`src/rtl/maquina_niveles.sv`:
```
// Multi-level game controller: tracks level, lives, hits and score from hit/miss pulses,
// and drives start/restart/stop strobes with a level-up pause and a win state.
module maquina_niveles #(
  parameter int NUM_LEVELS     = 4,
  parameter int HITS_PER_LEVEL = 16,
  parameter int LIVES          = 3,
  parameter int LEVELUP_CYCLES = 8,
  parameter int SCORE_W        = 12,
  localparam int NIV_W = (NUM_LEVELS > 1) ? $clog2(NUM_LEVELS) : 1,
  localparam int VID_W = $clog2(LIVES + 1)
) (
  input  logic               clk,
  input  logic               rst_n,
  input  logic               iniciar,
  input  logic               acierto,
  input  logic               fallo,
  output logic               comenzar,
  output logic               reiniciar,
  output logic               stop,
  output logic               gano,
  output logic [NIV_W-1:0]   nivel,
  output logic [VID_W-1:0]   vidas,
  output logic [SCORE_W-1:0] puntaje
);

  localparam int HIT_W = $clog2(HITS_PER_LEVEL + 1);
  localparam int CNT_W = (LEVELUP_CYCLES > 1) ? $clog2(LEVELUP_CYCLES) : 1;
  localparam int SUM_W = ((SCORE_W > NIV_W) ? SCORE_W : NIV_W) + 2;
  localparam logic [SCORE_W-1:0] SCORE_MAX = {SCORE_W{1'b1}};

  typedef enum logic [2:0] {
    INICIAL      = 3'd0,
    JUGANDO      = 3'd1,
    CAMBIO_NIVEL = 3'd2,
    PERDIO       = 3'd3,
    GANO         = 3'd4
  } estado_t;

  estado_t            r_estado, w_estado_next;
  logic [NIV_W-1:0]   r_nivel, w_nivel_next;
  logic [VID_W-1:0]   r_vidas, w_vidas_next;
  logic [HIT_W-1:0]   r_hits, w_hits_next;
  logic [CNT_W-1:0]   r_cnt, w_cnt_next;
  logic [SCORE_W-1:0] r_puntaje, w_puntaje_next;
  logic               r_comenzar, w_comenzar_next;
  logic               r_reiniciar, w_reiniciar_next;
  logic               r_stop, w_stop_next;
  logic               r_gano, w_gano_next;

  logic [SUM_W-1:0]   w_sum;
  logic [SCORE_W-1:0] w_puntaje_sat;
  logic [HIT_W-1:0]   w_hits_inc;

  // Each hit is worth (level index + 1); the wide sum exposes overflow for saturation.
  assign w_sum         = SUM_W'(r_puntaje) + SUM_W'(r_nivel) + SUM_W'(1);
  assign w_puntaje_sat = (w_sum > SUM_W'(SCORE_MAX)) ? SCORE_MAX : w_sum[SCORE_W-1:0];
  assign w_hits_inc    = r_hits + HIT_W'(1);

  always_comb begin
    w_estado_next    = r_estado;
    w_nivel_next     = r_nivel;
    w_vidas_next     = r_vidas;
    w_hits_next      = r_hits;
    w_cnt_next       = r_cnt;
    w_puntaje_next   = r_puntaje;
    w_comenzar_next  = 1'b0;
    w_reiniciar_next = 1'b0;

    case (r_estado)
      INICIAL, PERDIO, GANO: begin
        if (iniciar) begin
          w_estado_next   = JUGANDO;
          w_nivel_next    = '0;
          w_vidas_next    = VID_W'(LIVES);
          w_hits_next     = '0;
          w_puntaje_next  = '0;
          w_comenzar_next = 1'b1;
        end
      end
      JUGANDO: begin
        // A miss takes priority over a simultaneous hit.
        if (fallo) begin
          w_vidas_next = r_vidas - VID_W'(1);
          if (r_vidas == VID_W'(1)) begin
            w_estado_next    = PERDIO;
            w_reiniciar_next = 1'b1;
          end
        end else if (acierto) begin
          w_hits_next    = w_hits_inc;
          w_puntaje_next = w_puntaje_sat;
          if (w_hits_inc == HIT_W'(HITS_PER_LEVEL)) begin
            if (r_nivel == NIV_W'(NUM_LEVELS - 1)) begin
              w_estado_next = GANO;
            end else begin
              w_estado_next = CAMBIO_NIVEL;
              w_nivel_next  = r_nivel + NIV_W'(1);
              w_hits_next   = '0;
              w_cnt_next    = '0;
            end
          end
        end
      end
      CAMBIO_NIVEL: begin
        if (r_cnt == CNT_W'(LEVELUP_CYCLES - 1)) begin
          w_estado_next = JUGANDO;
        end else begin
          w_cnt_next = r_cnt + CNT_W'(1);
        end
      end
      default: w_estado_next = INICIAL;
    endcase

    w_stop_next = (w_estado_next != JUGANDO);
    w_gano_next = (w_estado_next == GANO);
  end

  always_ff @(posedge clk or negedge rst_n) begin
    if (!rst_n) begin
      r_estado    <= INICIAL;
      r_nivel     <= '0;
      r_vidas     <= VID_W'(LIVES);
      r_hits      <= '0;
      r_cnt       <= '0;
      r_puntaje   <= '0;
      r_comenzar  <= 1'b0;
      r_reiniciar <= 1'b0;
      r_stop      <= 1'b1;
      r_gano      <= 1'b0;
    end else begin
      r_estado    <= w_estado_next;
      r_nivel     <= w_nivel_next;
      r_vidas     <= w_vidas_next;
      r_hits      <= w_hits_next;
      r_cnt       <= w_cnt_next;
      r_puntaje   <= w_puntaje_next;
      r_comenzar  <= w_comenzar_next;
      r_reiniciar <= w_reiniciar_next;
      r_stop      <= w_stop_next;
      r_gano      <= w_gano_next;
    end
  end

  assign comenzar  = r_comenzar;
  assign reiniciar = r_reiniciar;
  assign stop      = r_stop;
  assign gano      = r_gano;
  assign nivel     = r_nivel;
  assign vidas     = r_vidas;
  assign puntaje   = r_puntaje;

endmodule
```
`config.mk`:
```
export PLATFORM = sky130hd
export DESIGN_NAME = maquina_niveles
export DESIGN_NICKNAME = d
export VERILOG_FILES = /design/src/rtl/maquina_niveles.sv
export SDC_FILE = /design/constraint.sdc
export NUM_CORES = 1
export LEC_CHECK = 0
export CORE_MARGIN = 4
export CORE_UTILIZATION = 50
export DETAILED_ROUTE_END_ITERATION = 7
export DONT_BUFFER_PORTS = 1
export PLACE_DENSITY = 0.76
export SLEW_MARGIN = 5
export SYNTH_ARGS = -nofsm -noshare
export SYNTH_HDL_FRONTEND = slang
export SYNTH_SLANG_ARGS = --single-unit
```
`constraint.sdc`:
```
create_clock -name clk -period 6.3 [get_ports clk]
set_input_delay 0.63 -clock clk [delete_from_list [all_inputs] [get_ports clk]]
set_output_delay 0.63 -clock clk [all_outputs]
set_load 0.05 [all_outputs]
```
==> summary.md <==
| Metric | Value |
|---|---|
| Die area | 4480 um2 |
| Mapped Cells | 190 |
| Sequential fraction of the synthesis area | 44.9% |
| Ys async rst share | 100% |
| Gr usage total | 19.4% |
| Critical path launch point type | register |
| Yosys top cell by area | dfrtp_1 |
| Most frequent cells in the layout | dfrtp_1, nand2_1, a21oi_1 |
| Layout net count | 206 |
| Share of layout cells above drive strength 1 | 10.3% |
| Ys flop type | dfrtp_1 |
| Critical Path RT | 6560 ps |
| Cts bufs inserted | 5 |
| Kind of critical path | reg -> reg |
| Post-synth cell types | 44 |
| Syn Nets | 203 |
| Final min period | 2870 ps |
| Gr ovfl total | 0 |
| Vias in the first global route | 1485 |
| # diodes | 0 |
| Max Root-Sink Buffers | 2 |
| Tightest Pin Transition | 701 ps |
| CTS root buf | clkbuf_4 |
| Initial Util | 52.0% |
| Synth top area cells | dfrtp_1, a21oi_1, ha_1 |
| Die Wd | 66.9 um |
| Core Area | 3340 um2 |
| Most common cell after layout, fill and taps aside | dfrtp_1 |
| Max-slew headroom | 52.8% |
| PortBufs | 0 |
| Post-DRT Antenna Nets | 0 |
| CP Max Fanout | 7 |
| Endpoints failing setup | 0 |
| FMAX | 349 MHz |
| Dpl cells | 231 |
| Pin count of the biggest net entering global routing | 29 |
| Max_cap viols | 0 |
| Number of setup buffers added after CTS | 0 |
| Final Hold Viols | 0 |
| Avg Inst Size Synth | 9.14 um2 |
| Post-synthesis cell area | 1740 um2 |
| TNS Setup | 0 ps |
| Critical path data arrival time | 3120 ps |
| Slew Limit Fails | 0 |
| Fillers | 314 |
| Critical Path Slowest Stage Cell | dfrtp_1 |
| DRC | 0 |
| Final period util | 45.5% |
| I/O pins | 25 |
| Clk Latency, worst-skew pair | 330 ps |
| Synth top area share | 40.3% |
| Post-synth EDFFs | 0 |
| Tightest Hold Check Type | in -> async |
| Htree depth | 2 |
| Maximum vdd drop | 0.000257 V |
| CTS tree | yes |
| Wirelength, routed | 3870 um |
| YS warnings | 0 |
| # resized after CTS | 0 |
| Cell Chain, Critical Path | inv_1, ha_1, fa_1, nand3b_2, or4_1, o21ai_0, a21oi_1, a21oi_1 |
| Avg WL per Cell | 16.1 um |
| DPL Wire Length | 2790 um |
| Number of iterations in the first detailed-routing pass | 4 |
| Placer congestion estimate | 0.845 |
| Initial antenna violation count | 0 |
| Vias | 1449 |
| Pleak | 0.820 nW |
| Synth Register Bits | 31 |
| FP Rows | 21 |
| CP most frequent cell | a21oi_1 |
| Starting DRT DRC Count | 74 |
| CP endpoint kind | register |
| Outcome | complete, no violations |
| Pwr dens | 462 nW/um2 |
| Worst Skew | 16.1 ps |
| Vias/cell | 6.04 |
| Reg clk slew, reported paths | 100 ps |
| Clk sinks | 31 |
| RSZ-0062 raised after global routing | false |
| Non-filler cells, final | 240 |
| Post-CTS Hold Fix Bufs | 1 |
| Area Overhead vs Synth | 5.76% |
| First-pass GRT wire length | 6550 um |
| Critical Path Max Stage Delay | 710 ps |
| Die Y | 66.9 um |
layout make-up:
type	count	area (um2)	area share, %
repair buffers	1	20.0	1.09
well taps	46	57.6	3.13
clock buffers	8	48.8	2.66
inverters	12	45.0	2.45
multi-input cells	142	886	48.2
flip-flops and latches	31	779	42.4
stage by stage:
| stage | setup slack [ps] | total power [mW] | hold WS, ps | utilization [%] | cell area (um2) |
|---|---|---|---|---|---|
| CTS | 3430 | 0.851 | 105 | 55.0 | 1840 |
| floorplan | 3640 | 0.669 | 334 | - | 1740 |
| detailed placement | 3450 | 0.739 | 335 | 53.0 | 1770 |
| global route | 3180 | 0.915 | 100 | 55.0 | 1840 |
| global placement | 3510 | 0.722 | 335 | 53.0 | 1770 |
| finish | 3430 | 0.849 | 100 | 55.0 | 1840 |
sequential cells by signal, indices dropped and copies added, names as in the netlist, 2 cells and up:
name and flops:
r_estado 3, nivel 2, r_hits 5, r_cnt 3, puntaje 12, vidas 2
power by group:
| group | internal (mW) | switching (mW) |
|---|---|---|
| clock | 0.0444 | 0.0631 |
| combinational | 0.127 | 0.190 |
| sequential | 0.256 | 0.168 |
kinds of logic after synthesis:
group,count (synthesis),share of synthesized area [%]
and+or+nand+nor,74,23.7
adders and majority gates,8,6.20
muxes,3,1.73
buffers and inverters,17,4.11
AOI/OAI and AO/OA,57,19.4
DFF,31,44.9
per-layer routing:
layer / part of all wire [%] / vias to the layer above / GRT usage (%) / routed length (um)
li1: - / 688 / - / -
met1: 41 / 695 / 23.0 / 1590
met2: 49 / 55 / 32.4 / 1900
met3: 8.0 / 11 / 5.23 / 309
met4: 1.8 / 0 / 9.11 / 68
met5: 0 / - / 0 / 0
Yosys cell counts, drive strengths merged, types with 2 or more instances:
cell	n
dfrtp	28
a21oi	22
nand2	22
o21ai	18
nor2	16
inv	12
nand3	8
ha	7
a31oi	4
buf	4
a31o	3
and3	3
dfstp	3
mux2i	3
nand2b	3
nand3b	3
nor2b	3
nor3b	3
nor4	3
a41oi	2
nand4b	2
o31ai	2
critical path, delay by kind of cell (launching register included):
family          cells  cell delay, ps
buf+inv             1             100
simple gates        2             950
compound gates      3             410
flops               1             710
fa+ha+maj           2             640
path summary, 6_finish.rpt:
| kind | cells after the start | slack (ps) | startpoint | to |
|---|---|---|---|---|
| min in group clk | 3 | 490 | fallo | vidas[0] |
| worst max register to register | 8 | 3430 | nivel[0] | puntaje[7] |
| max in group asynchronous | 1 | 6010 | rst_n | nivel[1] |
| worst min register to register | 1 | 500 | r_cnt[0] | r_cnt[0] |
| worst min-delay path | 1 | 100 | rst_n | r_cnt[1] |
| worst max-delay path | 8 | 3430 | nivel[0] | puntaje[7] |
Note: power is estimated with default switching activity, not from simulation.
